==> config.mk <==
export PLATFORM = sky130hd
export DESIGN_NAME = audio_sample_ctrl
export DESIGN_NICKNAME = d
export VERILOG_FILES = /design/src/rtl/audio_sample_ctrl.sv
export SDC_FILE = /design/constraint.sdc
export NUM_CORES = 1
export LEC_CHECK = 0
export ABC_CLOCK_PERIOD_IN_PS = 6100
export CAP_MARGIN = 30
export CORE_MARGIN = 4
export CORE_UTILIZATION = 33
export CTS_CLUSTER_SIZE = 25
export DETAILED_ROUTE_END_ITERATION = 7
export GPL_TIMING_DRIVEN = 0
export SLEW_MARGIN = 20
export SYNTH_ARGS = -nofsm -noshare
export SYNTH_HDL_FRONTEND = slang
export SYNTH_SLANG_ARGS = --single-unit
export TNS_END_PERCENT = 5
==> constraint.sdc <==
create_clock -name Clk -period 6.1 [get_ports Clk]
set_input_delay 1.525 -clock Clk [delete_from_list [all_inputs] [get_ports Clk]]
set_output_delay 1.525 -clock Clk [all_outputs]
set_load 0.02 [all_outputs]
==> src/rtl/audio_sample_ctrl.sv <==
// Codec frame sequencer: ADC capture -> processor handshake -> DAC write, with timeout and overrun drop counting.
// Optional BYPASS passthrough is compiled in when AUDIO_PASSTHRU_EN is defined.
module audio_sample_ctrl #(
  parameter int DATA_W      = 32,
  parameter int SYNC_STAGES = 2,
  parameter int TIMEOUT_CYC = 4096
) (
  input  logic              Clk,
  input  logic              Reset,
  input  logic              AUD_INIT_FINISH,
  input  logic              AUD_ADC_FULL,
  input  logic [DATA_W-1:0] ADCDATA,
  input  logic              AUD_DAC_FULL,
  output logic [DATA_W-1:0] DACDATA,
  output logic              AUD_DATA_OVER,
  output logic [DATA_W-1:0] SAMPLE_OUT,
  output logic              SAMPLE_VALID,
  input  logic              SAMPLE_READY,
  input  logic [DATA_W-1:0] PROC_DATA,
  input  logic              PROC_VALID,
  output logic              PROC_READY,
`ifdef AUDIO_PASSTHRU_EN
  input  logic              BYPASS,
`endif
  output logic [15:0]       DROP_CNT
);

  // state      | meaning
  // ST_INIT    | codec not initialised, nothing captured
  // ST_IDLE    | waiting for a new ADC sample
  // ST_PRESENT | sample offered to the processor (SAMPLE_VALID)
  // ST_WAIT_PROC | waiting for the processed result (PROC_READY)
  // ST_WRITE   | waiting for the DAC to be free, then load and release the frame
  typedef enum logic [2:0] {
    ST_INIT,
    ST_IDLE,
    ST_PRESENT,
    ST_WAIT_PROC,
    ST_WRITE
  } state_t;

  localparam int TMR_W = (TIMEOUT_CYC > 2) ? $clog2(TIMEOUT_CYC) : 1;
  localparam logic [TMR_W-1:0] TMR_LOAD = TMR_W'(TIMEOUT_CYC - 1);

  state_t                          state_q, state_d;
  logic [SYNC_STAGES-1:0][2:0]     sync_q, sync_d;
  logic                            adc_prev_q, adc_prev_d;
  logic                            adc_rise_q, adc_rise_d;
  logic [TMR_W-1:0]                tmr_q, tmr_d;
  logic [DATA_W-1:0]               sample_q, sample_d;
  logic [DATA_W-1:0]               proc_q, proc_d;
  logic [DATA_W-1:0]               dac_q, dac_d;
  logic                            sample_valid_q, sample_valid_d;
  logic                            proc_ready_q, proc_ready_d;
  logic                            over_q, over_d;
  logic [15:0]                     drop_q, drop_d;
  logic [1:0]                      drop_inc;
  logic [16:0]                     drop_sum;
  logic                            init_ok, adc_lvl, dac_busy, bypass;
  logic                            tmr_tc, sample_hs, proc_hs;

`ifdef AUDIO_PASSTHRU_EN
  assign bypass = BYPASS;
`else
  assign bypass = 1'b0;
`endif

  assign init_ok  = sync_q[SYNC_STAGES-1][0];
  assign adc_lvl  = sync_q[SYNC_STAGES-1][1];
  assign dac_busy = sync_q[SYNC_STAGES-1][2];

  always_comb begin
    sync_d[0] = {AUD_DAC_FULL, AUD_ADC_FULL, AUD_INIT_FINISH};
    for (int i = 1; i < SYNC_STAGES; i++) sync_d[i] = sync_q[i-1];

    state_d    = state_q;
    sample_d   = sample_q;
    proc_d     = proc_q;
    dac_d      = dac_q;
    tmr_d      = tmr_q;
    over_d     = 1'b0;
    drop_inc   = 2'd0;
    adc_prev_d = adc_lvl;
    adc_rise_d = adc_lvl & ~adc_prev_q;
    sample_hs  = sample_valid_q & SAMPLE_READY;
    proc_hs    = proc_ready_q & PROC_VALID;
    tmr_tc     = (tmr_q == '0);

    if (!init_ok) begin
      state_d = ST_INIT;
    end else begin
      // a new sample while a frame is in flight is lost, the frame carries on
      if (adc_rise_q && state_q != ST_IDLE && state_q != ST_INIT) drop_inc = 2'd1;
      case (state_q)
        ST_INIT: state_d = ST_IDLE;
        ST_IDLE: begin
          if (adc_rise_q) begin
            sample_d = ADCDATA;
            if (bypass) begin
              proc_d  = ADCDATA;
              state_d = ST_WRITE;
            end else begin
              tmr_d   = TMR_LOAD;
              state_d = ST_PRESENT;
            end
          end
        end
        ST_PRESENT: begin
          if (sample_hs) begin
            tmr_d   = TMR_LOAD;
            state_d = ST_WAIT_PROC;
          end else if (tmr_tc) begin
            drop_inc = drop_inc + 2'd1;
            over_d   = 1'b1;
            state_d  = ST_IDLE;
          end else begin
            tmr_d = tmr_q - TMR_W'(1);
          end
        end
        ST_WAIT_PROC: begin
          if (proc_hs) begin
            proc_d  = PROC_DATA;
            state_d = ST_WRITE;
          end else if (tmr_tc) begin
            drop_inc = drop_inc + 2'd1;
            over_d   = 1'b1;
            state_d  = ST_IDLE;
          end else begin
            tmr_d = tmr_q - TMR_W'(1);
          end
        end
        ST_WRITE: begin
          if (!dac_busy) begin
            dac_d   = proc_q;
            over_d  = 1'b1;
            state_d = ST_IDLE;
          end
        end
        default: state_d = ST_INIT;
      endcase
    end

    drop_sum       = {1'b0, drop_q} + {15'd0, drop_inc};
    drop_d         = drop_sum[16] ? 16'hFFFF : drop_sum[15:0];
    sample_valid_d = (state_d == ST_PRESENT);
    proc_ready_d   = (state_d == ST_WAIT_PROC);
  end

  always_ff @(posedge Clk) begin
    if (Reset) begin
      state_q        <= ST_INIT;
      sync_q         <= '0;
      adc_prev_q     <= 1'b0;
      adc_rise_q     <= 1'b0;
      tmr_q          <= '0;
      sample_q       <= '0;
      proc_q         <= '0;
      dac_q          <= '0;
      sample_valid_q <= 1'b0;
      proc_ready_q   <= 1'b0;
      over_q         <= 1'b0;
      drop_q         <= '0;
    end else begin
      state_q        <= state_d;
      sync_q         <= sync_d;
      adc_prev_q     <= adc_prev_d;
      adc_rise_q     <= adc_rise_d;
      tmr_q          <= tmr_d;
      sample_q       <= sample_d;
      proc_q         <= proc_d;
      dac_q          <= dac_d;
      sample_valid_q <= sample_valid_d;
      proc_ready_q   <= proc_ready_d;
      over_q         <= over_d;
      drop_q         <= drop_d;
    end
  end

  assign DACDATA       = dac_q;
  assign AUD_DATA_OVER = over_q;
  assign SAMPLE_OUT    = sample_q;
  assign SAMPLE_VALID  = sample_valid_q;
  assign PROC_READY    = proc_ready_q;
  assign DROP_CNT      = drop_q;

endmodule

# --- After elaboration in Yosys (flattened, before gate mapping) ---
# Cells that the tools add are included.
totals:
  inputBits: 71
  regBits: 138
op_classes:
  n_bitwise: 6
  add_sub_neg: 3
  n_eq_ne: 9
  reduce_logical: 11
  n_mux: 25
op_table:
  columns: ["cell", "n"]
  rows:
  - ["$mux W12", 4]
  - ["$pmux W12 S3", 1]
  - ["$mux W3", 6]
  - ["$add A16 B2 Y17", 1]
  - ["$mux W16", 1]
  - ["$pmux W3 S5", 1]
  - ["$eq A3 B2 Y1 const B", 4]
  - ["$logic_not A12 Y1", 1]
  - ["$sub A12 B1 Y12 const B", 1]
  - ["$mux W2", 5]
  - ["$reduce_and A3 Y1", 3]
  - ["$reduce_bool A3 Y1", 2]
  - ["$mux W1", 5]
  - ["$ne A2 B2 Y1 const B", 2]
  - ["$pmux W2 S2", 1]
  - ["$reduce_and A4 Y1", 1]
  - ["$and A1 B1 Y1", 3]
  - ["$eq A3 B1 Y1 const B", 1]
  - ["$eq A3 B3 Y1 const B", 1]
  - ["$logic_not A3 Y1", 1]
  - ["$ne A3 B1 Y1 const B", 1]
  - ["$not A1 Y1", 3]
  - ["$pmux W1 S3", 1]
  - ["$add A2 B1 Y2 const B", 1]
  - ["other kinds (2)", 3]

# --- Logic depth before layout (Yosys ltp) ---
# Gate-level depths: netlist of the first run.
depth:
  word_depth: 12
  depth_mapped: 16
  depth_no_buf: 15

# --- Worst setup path after synthesis of the first run ---
# Ideal clock, no wire load.
synth_timing:
  kind: "in2reg"
  start: "input SAMPLE_READY"
  end: "register drop_q[11], in the netlist DROP_CNT[11]"
  arrival_ps: 3658
  n_path_buf: 1
  setup_ps: 74
  stages: 12
  required_time_ps: 6026
  setup_slack_ps: 2368
  cell_sequence: "nand3b_1 -> nand2_1 -> o21ai_0 -> a21boi_0 -> ha_1 -> inv_1 -> fa_1 -> nand2b_1 -> nor4_4 -> nand3_1 -> buf_2 -> a31oi_1"
synth_between:
  elab_chain_cells: 6
synth_rtl:
  columns: ["element", "line", "text"]
  rows:
  - ["start, declared", "18", "input logic SAMPLE_READY,"]
  - ["$and A1 B1 Y1", "85", "sample_hs = sample_valid_q & SAMPLE_READY;"]
  - ["$mux W2", "109", "if (sample_hs) begin"]
  - ["$pmux W2 S2", "94", "case (state_q)"]
  - ["$mux W2", "89", "if (!init_ok) begin"]
  - ["$add A16 B2 Y17", "143", "drop_sum = {1'b0, drop_q} + {15'd0, drop_inc};"]
  - ["$mux W16", "144", "drop_d = drop_sum[16] ? 16'hFFFF : drop_sum[15:0];"]
  - ["end signal, assigned", "175", "drop_q <= drop_d;"]
  - ["end, declared", "56", "logic [15:0] drop_q, drop_d;"]
# No other way between the ends.
# A chain may end at the register's enable or synchronous reset.

# --- Worst setup path after layout of the first run ---
# Same ends and word-level chain as after synthesis.

==> results summary, run 1 <==
The flow ran to the end, and the final reports show no timing, DRC or antenna violations. The repair_antennas step left the layout with diodes totalling 0. The startpoint type of the worst setup path is an input pin. The standard-cell row count came out at 46. The residual overflow from global routing is 0. The final weighted congestion in routability-driven placement is 0.8786. The largest net degree at the start of global routing came out at 17. The total routed wirelength is 15070 um. Of the total synthesized cell area, the portion taken by XOR and XNOR cells is 0.01136. The total routing usage reported by global routing is 0.1673. Before CTS, the worst setup slack after placement is 1.157 ns. Of the total power, registers draw 0.456.

The area overhead of the layout relative to synthesis came out at 43.95%. The number of I/O port buffers is 152. The total via count in the routed design is 5043. The proportion of total power due to net switching is 0.2327. The worst register-to-register path ends at DROP_CNT[11]$_SDFF_PP0_. Tracing the worst setup path back leads to its startpoint at SAMPLE_READY.

Counting every sink on the clock net gives 138. Adding up every negative setup slack in the final design gives 0 ns. The synthesized netlist net count came out at 740.

The portion of synthesized area spent on multiplexers is 0. The count of unique library cells instantiated by Yosys came out at 58. The non-filler instance count after layout came out at 1064. The final setup violation count came out at 0. The final critical delay including setup and external delays is 4.510 ns. The worst-case reg-to-reg path depth came out at 16.

The slack of the worst reg-to-reg path is 1.97 ns. The basic-gate share of the synthesized area counting and, or, nand and nor cells is 0.2520. Setup slack on the critical path of the routed design comes to 1.590 ns.

Using the TritonRoute via totals, the vias-per-cell ratio works out to 4.740. The number of clock buffers inserted by TritonCTS is 17. Timing would allow up to 221.7 MHz. The first routing iteration left 202 violations. The combinational fraction of design power is 0.036. Post-CTS repair changed the size of 0 cells.

The quantity of hold-fixing buffers added after cts came out at 0. The number of antenna violations at the first check in global routing came out at 0. Internal power comes to 1.523 mW. The maximum level of the CTS H-tree is 4. The full die area came out at 0.01847 sq mm. Measured along the y axis, the die boundary spans 135.9 um. Of the total power, the clock network draws 0.509. The first TritonRoute pass finished after 4 iterations. The via count of the first global-routing pass is 4849. The total power draw is 1.985 mW. The power density over cell area came out at 255.5 mW/mm^2. The maximum clock path buffer count came out at 2.

The analysis attributes to net switching a power of 0.4621 mW. In the final routed layout, each cell accounts on average for 14.16 um. The final worst clock skew is 0.008491 ns. Of the cells placed in the final design, the portion with a size suffix greater than 1 is 0.05542.

The CTS tree is done. The post-CTS repair timing setup buffer count came out at 0. Setup repair after global routing left no endpoint under its margin. The worst hold path begins at adc_prev_q$_SDFF_PP0_.

The worst min-delay path class is reg -> reg. The share of flip-flops with an asynchronous set or reset after synthesis is 0. The final-report hold violation count came out at 0. The worst-case headroom to the max-slew limit is 0.5626. The number of placed instances with taps included came out at 1032. The net total in the final layout is 911.

The arrival time at the worst endpoint came out at 4.85 ns. The tree is rooted in a sky130_fd_sc_hd__clkbuf_16. The detailed placement HPWL is 10880 um. The final worst-path cycle share is 0.7394. The maximum net fanout on the critical path came out at 10.

By area, the combinational part of the netlist is dominated by simple AND/OR/NAND/NOR gates. The first-pass GRT wire length is 24690 um. The number of top-level pins is 154. The adder and majority gate portion of the synthesized area came out at 0.01298. The endpoint required time on the critical path came out at 6.44 ns.

The worst setup path is captured at a flop. The register clock-pin slew on the reported worst setup and hold paths came out at 0.06 ns. The leakage power summed over all cells is 2.625 nW.

The synthesized cell area is 0.005398 sq mm. The number of max-capacitance violations reported is 0. The worst setup path is of the in -> reg kind. In the synthesized netlist, the number of instances is 664. The count of synthesis-stage warnings from yosys came out at 0. The count of pins over their slew limit is 0. The most critical setup path has its endpoint at DROP_CNT[11]$_SDFF_PP0_. Counting flops with a built-in enable in the synthesized netlist gives 0. The total core area is 0.01594 sq mm. The pin slew with the least headroom to its limit is 0.6562 ns. The residual antenna-violating net count after detailed routing came out at 0. The startpoint identified for the worst register-to-register timing path is tmr_q[0]$_SDFFE_PP0P_. The post-route DRC violation count is 0. The fraction of the mapped netlist area in compound gates is 0.1739. The share of the Yosys chip area taken by registers is 0.5118. The die span in x is 135.9 um. The clock latency on the worst-skew pair is 0.42 ns.

Across the VDD grid, the largest voltage drop is 0.0002067 V. The effective utilization at floorplan came out at 0.3386. In the synthesized netlist the dominant register cell turns out to be sky130_fd_sc_hd__dfxtp_1. The synthesized area per cell came out at 8.129 sq um.

The synthesis-stage register bit count came out at 138.
cells in the mapped netlist (2+ instances only):
cell type | count | share of area
sky130_fd_sc_hd__clkbuf_1 | 36 | 0.025
sky130_fd_sc_hd__nand3_1 | 11 | 0.010
sky130_fd_sc_hd__and3_1 | 8 | 0.0093
sky130_fd_sc_hd__a211oi_1 | 7 | 0.0097
sky130_fd_sc_hd__o31ai_1 | 2 | 0.0028
sky130_fd_sc_hd__o22ai_1 | 3 | 0.0035
sky130_fd_sc_hd__nand4_1 | 3 | 0.0035
sky130_fd_sc_hd__or4_1 | 4 | 0.0056
sky130_fd_sc_hd__nor2b_1 | 15 | 0.017
sky130_fd_sc_hd__nor4_1 | 7 | 0.0081
sky130_fd_sc_hd__buf_2 | 5 | 0.0046
sky130_fd_sc_hd__ha_1 | 4 | 0.0093
sky130_fd_sc_hd__nand2_1 | 199 | 0.14
sky130_fd_sc_hd__a31oi_1 | 4 | 0.0046
sky130_fd_sc_hd__and2_1 | 3 | 0.0035
sky130_fd_sc_hd__or4_4 | 2 | 0.0042
sky130_fd_sc_hd__o32ai_1 | 2 | 0.0032
sky130_fd_sc_hd__inv_1 | 12 | 0.0083
sky130_fd_sc_hd__nor2_1 | 15 | 0.010
sky130_fd_sc_hd__o21ai_0 | 12 | 0.011
sky130_fd_sc_hd__dfxtp_1 | 138 | 0.51
sky130_fd_sc_hd__nand3b_1 | 4 | 0.0056
sky130_fd_sc_hd__nand2b_1 | 3 | 0.0035
sky130_fd_sc_hd__nor3_1 | 8 | 0.0074
sky130_fd_sc_hd__xor2_1 | 4 | 0.0065
sky130_fd_sc_hd__and4b_1 | 2 | 0.0037
sky130_fd_sc_hd__or3_1 | 2 | 0.0023
sky130_fd_sc_hd__xnor2_1 | 3 | 0.0049
sky130_fd_sc_hd__a21oi_1 | 116 | 0.11
sky130_fd_sc_hd__or2_2 | 2 | 0.0023
layer usage:
layer	GRT usage	wire length, um	up-vias
met5	0	0	-
met4	0.05207	156	0
met3	0.05774	1096	10
met2	0.2544	6674	128
met1	0.2241	7139	2291
li1	-	-	2614
worst min path at each step:
stage,end,slack [ns],cells after the start
2_1_floorplan,adc_rise_q$_SDFF_PP0_,0.37,1
4_1_cts,adc_rise_q$_SDFF_PP0_,0.38,1
5_1_grt,adc_rise_q$_SDFF_PP0_,0.39,1
3_3_place_gp,adc_rise_q$_SDFF_PP0_,0.37,1
3_5_place_dp,adc_rise_q$_SDFF_PP0_,0.37,1
6_report,adc_rise_q$_SDFF_PP0_,0.38,1
power groups by stage:
stage          logic, mW  registers [mW]  clock network (mW)
3_5_place_dp      0.0709           0.925                   0
2_1_floorplan     0.0167           0.925                   0
6_report          0.0707           0.905                1.01
5_1_grt           0.0759           0.905                1.09
3_3_place_gp      0.0716           0.925                   0
4_1_cts           0.0714           0.905                1.04
area by class of cell:
| class | count | area (sq um) |
|---|---|---|
| buffer | 41 | 160.2 |
| sequential | 138 | 2763 |
| timing repair buffer | 152 | 1521 |
| multi-input combinational | 473 | 2430 |
| inverter | 12 | 45.04 |
| clock buffer | 17 | 425.4 |
| tap | 216 | 270.3 |
| clock inverter | 15 | 155.1 |
| fill | 1608 | 8173 |
per-stage QoR:
step	instance area, sq um	utilization	hold slack (ns)
after floorplan	5398	-	0.3674
after detailed placement	7189	0.4510	0.3738
after global routing	7770	0.4874	0.3940
final	7770	0.4874	0.3808
after global placement	7189	0.4510	0.3711
after CTS	7770	0.4874	0.3832
worst max-delay path: stages:
cell and delay [ns]:
sky130_fd_sc_hd__clkdlybuf4s50_1 0.49, sky130_fd_sc_hd__nand3b_1 0.22, sky130_fd_sc_hd__nand2_1 0.36, sky130_fd_sc_hd__o21ai_0 0.13
sky130_fd_sc_hd__a21boi_0 0.24, sky130_fd_sc_hd__ha_1 0.22, sky130_fd_sc_hd__inv_1 0.05, sky130_fd_sc_hd__fa_1 0.43
sky130_fd_sc_hd__nand2b_1 0.26, sky130_fd_sc_hd__nor4_4 0.31, sky130_fd_sc_hd__nand3_1 0.22, sky130_fd_sc_hd__buf_2 0.25
sky130_fd_sc_hd__a31oi_1 0.15
cells by family after synthesis:
group,Yosys count
buffers and inverters,53
DFF,138
adders and majority gates,5
xor gates and xnor gates,7
AOI/OAI and AO/OA,164
and+or+nand+nor,297
registers in the layout, indices dropped and copies added, names as in the netlist:
name / count
sync_d: 3
DACDATA: 32
adc_lvl: 1
SAMPLE_OUT: 32
state_q: 3
DROP_CNT: 16
init_ok: 1
adc_prev_q: 1
tmr_q: 12
proc_q: 32
dac_busy: 1
adc_rise_q: 1
SAMPLE_VALID: 1
PROC_READY: 1
AUD_DATA_OVER: 1
cell usage in the layout (no fill, tap or decap), types with 5 or more instances in the layout:
cell,netlist,final
sky130_fd_sc_hd__o21ai_0,12,12
sky130_fd_sc_hd__clkdlybuf4s50_1,0,152
sky130_fd_sc_hd__clkbuf_1,36,36
sky130_fd_sc_hd__nor4_1,7,7
sky130_fd_sc_hd__clkbuf_16,0,17
sky130_fd_sc_hd__inv_1,12,12
sky130_fd_sc_hd__a211oi_1,7,7
sky130_fd_sc_hd__nor3_1,8,8
sky130_fd_sc_hd__buf_2,5,5
sky130_fd_sc_hd__inv_6,0,5
sky130_fd_sc_hd__and3_1,8,8
sky130_fd_sc_hd__nand3_1,11,11
sky130_fd_sc_hd__nor2_1,15,15
sky130_fd_sc_hd__dfxtp_1,138,138
sky130_fd_sc_hd__a21oi_1,116,116
sky130_fd_sc_hd__nor2b_1,15,15
sky130_fd_sc_hd__nand2_1,199,199
Power figures use the tool's default switching activity.
==> inputs of run 2 (changes only) <==
--- a/config.mk
+++ b/config.mk
@@ -5,7 +5,7 @@
 export SDC_FILE = /design/constraint.sdc
 export NUM_CORES = 1
 export LEC_CHECK = 0
-export ABC_CLOCK_PERIOD_IN_PS = 6100
+export ABC_CLOCK_PERIOD_IN_PS = 3760
 export CAP_MARGIN = 30
 export CORE_MARGIN = 4
 export CORE_UTILIZATION = 33
==> constraint.sdc (replaced) <==
create_clock -name Clk -period 3.76 [get_ports Clk]
set_input_delay 0.94 -clock Clk [delete_from_list [all_inputs] [get_ports Clk]]
set_output_delay 0.94 -clock Clk [all_outputs]
set_load 0.02 [all_outputs]
==> results summary, run 2 (same netlist as run 1, synthesis figures left out) <==
The endpoint required time on the critical path is 4.10 ns. The routed wirelength normalized by instance count is 14.17 um. Max-cap violations in this run came to 0. The fill cell instance count of the final layout is 1609. Internal power comes to 2.471 mW. The final standard cell utilization of the core is 0.4918.

The fraction of final layout cells sized beyond drive strength 1 came out at 0.06800. The routed design could run at a clock period as short as 3.617 ns. In this run the power spent charging and discharging nets is 0.7509 mW. Setup slack on the worst reg-to-reg path comes out at 0.24 ns. The number of top-level pins is 154. Of the total power, registers draw 0.456. The register clock-pin slew on the reported worst setup and hold paths came out at 0.06 ns.

The analysis attributes to cell leakage a power of 2.664 nW. Counting every sink on the clock net gives 138. The effective utilization at floorplan came out at 0.3386.

Buffers inserted to repair hold after CTS numbered 0. Leaving out fill and tap cells, the most frequent cell in the layout is sky130_fd_sc_hd__nand2_1. The via count of the first global-routing pass is 4882. From synthesis to final layout, the design area changed by 45.25%. The fmax came out at 276.5 MHz. The flow ran to the end, and the final reports show no timing, DRC or antenna violations.

The standard-cell row count came out at 46. The classification of the worst setup path is in -> reg. The final-layout worst hold slack came out at 0.3802 ns.

The total core area is 0.01594 sq mm. In this run the critical register-to-register path is captured at DROP_CNT[11]$_SDFF_PP0_. The min-delay analysis places its worst path in the category reg -> reg. Summed over all layers, the routed wires come to 15150 um.

The maximum level of the CTS H-tree came out at 4. Of all nets on the critical path, the largest fanout is 10. The worst-case hold path end point is adc_rise_q$_SDFF_PP0_. The total routing usage reported by global routing came out at 0.1679.

Setup repair after global routing left no endpoint under its margin. The detailed placement HPWL is 10880 um. The vertical die dimension came out at 135.9 um. Along the worst hold path, the cell count comes to 1. The final worst-path cycle share came out at 0.9620.

The clock passes through at most 2 buffers. The final-report hold violation count came out at 0. The maximum ir drop on the vdd rail came out at 0.0003351 V.

The post-route DRC violation count came out at 0. The congestion estimate from routability-driven global placement came to 0.8786. The first global-routing pass estimated 24780 um of wire.

TritonCTS built the clock tree. The worst-case headroom to the max-slew limit came out at 0.5585. The clock latency on the worst-skew pair came out at 0.42 ns. The number of inserted diodes came out at 0. Of the total power, the share spent switching nets is 0.2330.

The number of antenna violations at the first check in global routing came to 0. The setup total negative slack is 0 ns. The residual overflow from global routing is 0. The portion of total power attributed to the clock network came out at 0.509. The violation count after the first detailed-route iteration came out at 207. The number of placed instances with taps included is 1032. The pin slew with the least headroom to its limit came out at 0.6623 ns. The tree is rooted in a sky130_fd_sc_hd__clkbuf_16.

Before antenna repair, the detailed router went through 5 iterations. After detailed placement, the total cell area comes to 0.007189 sq mm. The count of pins over their slew limit came out at 0. The die span in x came out at 135.9 um. In this run the power density over the cells is 411.0 mW/mm^2. The number of clock buffers inserted by TritonCTS is 17. The largest net degree at the start of global routing came out at 17. In the layout the commonest cells are sky130_fd_sc_hd__nand2_1, sky130_fd_sc_hd__clkdlybuf4s50_1, sky130_fd_sc_hd__dfxtp_1. The post-route standard cell area excluding fillers came out at 0.007840 sq mm. The non-filler instance count after layout is 1069. The nature of the critical path endpoint is a flop. The number of I/O port buffers came out at 152.

The worst hold path begins at adc_prev_q$_SDFF_PP0_. The clock arrives with 0.01011 ns of skew. The combinational fraction of design power is 0.036.

Setup violations remaining at the end of the flow were counted as 0. Data arrives at the worst endpoint at 3.96 ns. The residual antenna-violating net count after detailed routing is 0.

The net total in the final layout is 916. The worst-case reg-to-reg path depth is 16. The startpoint type of the worst setup path is an input pin. The full die area came out at 0.01847 sq mm.

The ratio of routed vias to standard cells is 4.734. The total via count in the routed design came out at 5061. The worst register-to-register path begins at tmr_q[0]$_SDFFE_PP0P_.
run 2: worst max path at each step:
stage,startpoint,to,slack (ns)
after floorplan,tmr_q[0]$_SDFFE_PP0P_,DROP_CNT[11]$_SDFF_PP0_,0.45
after global placement,SAMPLE_READY,DROP_CNT[11]$_SDFF_PP0_,-0.55
after detailed placement,SAMPLE_READY,DROP_CNT[11]$_SDFF_PP0_,-0.60
after CTS,PROC_VALID,DROP_CNT[11]$_SDFF_PP0_,0.004
after global routing,SAMPLE_READY,DROP_CNT[11]$_SDFF_PP0_,0.005
final,SAMPLE_READY,DROP_CNT[11]$_SDFF_PP0_,0.14
run 2: stage by stage:
stage | worst slack, ns | total power [mW]
after floorplan | 0.4463 | 1.527
after global placement | -0.5538 | 1.617
after detailed placement | -0.5980 | 1.616
after CTS | 0.003804 | 3.269
after global routing | 0.005101 | 3.352
final | 0.1430 | 3.222
run 2: final cells by class:
class                           instances  area [sq um]  share of cell area
Buffer                                 40         158.9             0.02027
Clock buffer                           17         425.4             0.05426
Clock inverter                         15         155.1             0.01979
Inverter                               12         45.04            0.005745
Multi-Input combinational cell        473          2456              0.3133
Sequential cell                       138          2763              0.3524
Tap cell                              216         270.3             0.03447
Timing Repair Buffer                  158          1567              0.1998
run 2: what timing repair did:
item	CTS	global route
buffers inserted	4	2
pin swaps	2	2
gates resized for setup	3	6
endpoints found under the setup margin	16	15
run 2: power by group through the flow:
stage / combinational [mW] / sequential [mW] / clock [mW]
finish: 0.115 / 1.47 / 1.64
global route: 0.123 / 1.47 / 1.76
CTS: 0.116 / 1.47 / 1.69
detailed placement: 0.115 / 1.50 / 0
global placement: 0.116 / 1.50 / 0
floorplan: 0.0271 / 1.50 / 0
run 2: layer usage:
| metal | GRT usage | up-vias | routed length [um] |
|---|---|---|---|
| met5 | 0 | - | 0 |
| met4 | 0.05207 | 0 | 112 |
| met3 | 0.05774 | 9 | 1138 |
| met2 | 0.2566 | 143 | 6754 |
| met1 | 0.2241 | 2286 | 7146 |
| li1 | - | 2623 | - |
run 2: critical path, cell delays in order:
cell and delay (ns):
sky130_fd_sc_hd__clkdlybuf4s50_1 0.43, sky130_fd_sc_hd__nand3b_1 0.23, sky130_fd_sc_hd__and3_1 0.25, sky130_fd_sc_hd__nand3_1 0.09
sky130_fd_sc_hd__a21boi_1 0.22, sky130_fd_sc_hd__ha_1 0.20, sky130_fd_sc_hd__inv_1 0.05, sky130_fd_sc_hd__fa_1 0.42
sky130_fd_sc_hd__nand2b_2 0.25, sky130_fd_sc_hd__nor4_4 0.32, sky130_fd_sc_hd__nand3_2 0.16, sky130_fd_sc_hd__clkbuf_4 0.23
sky130_fd_sc_hd__a31oi_1 0.14
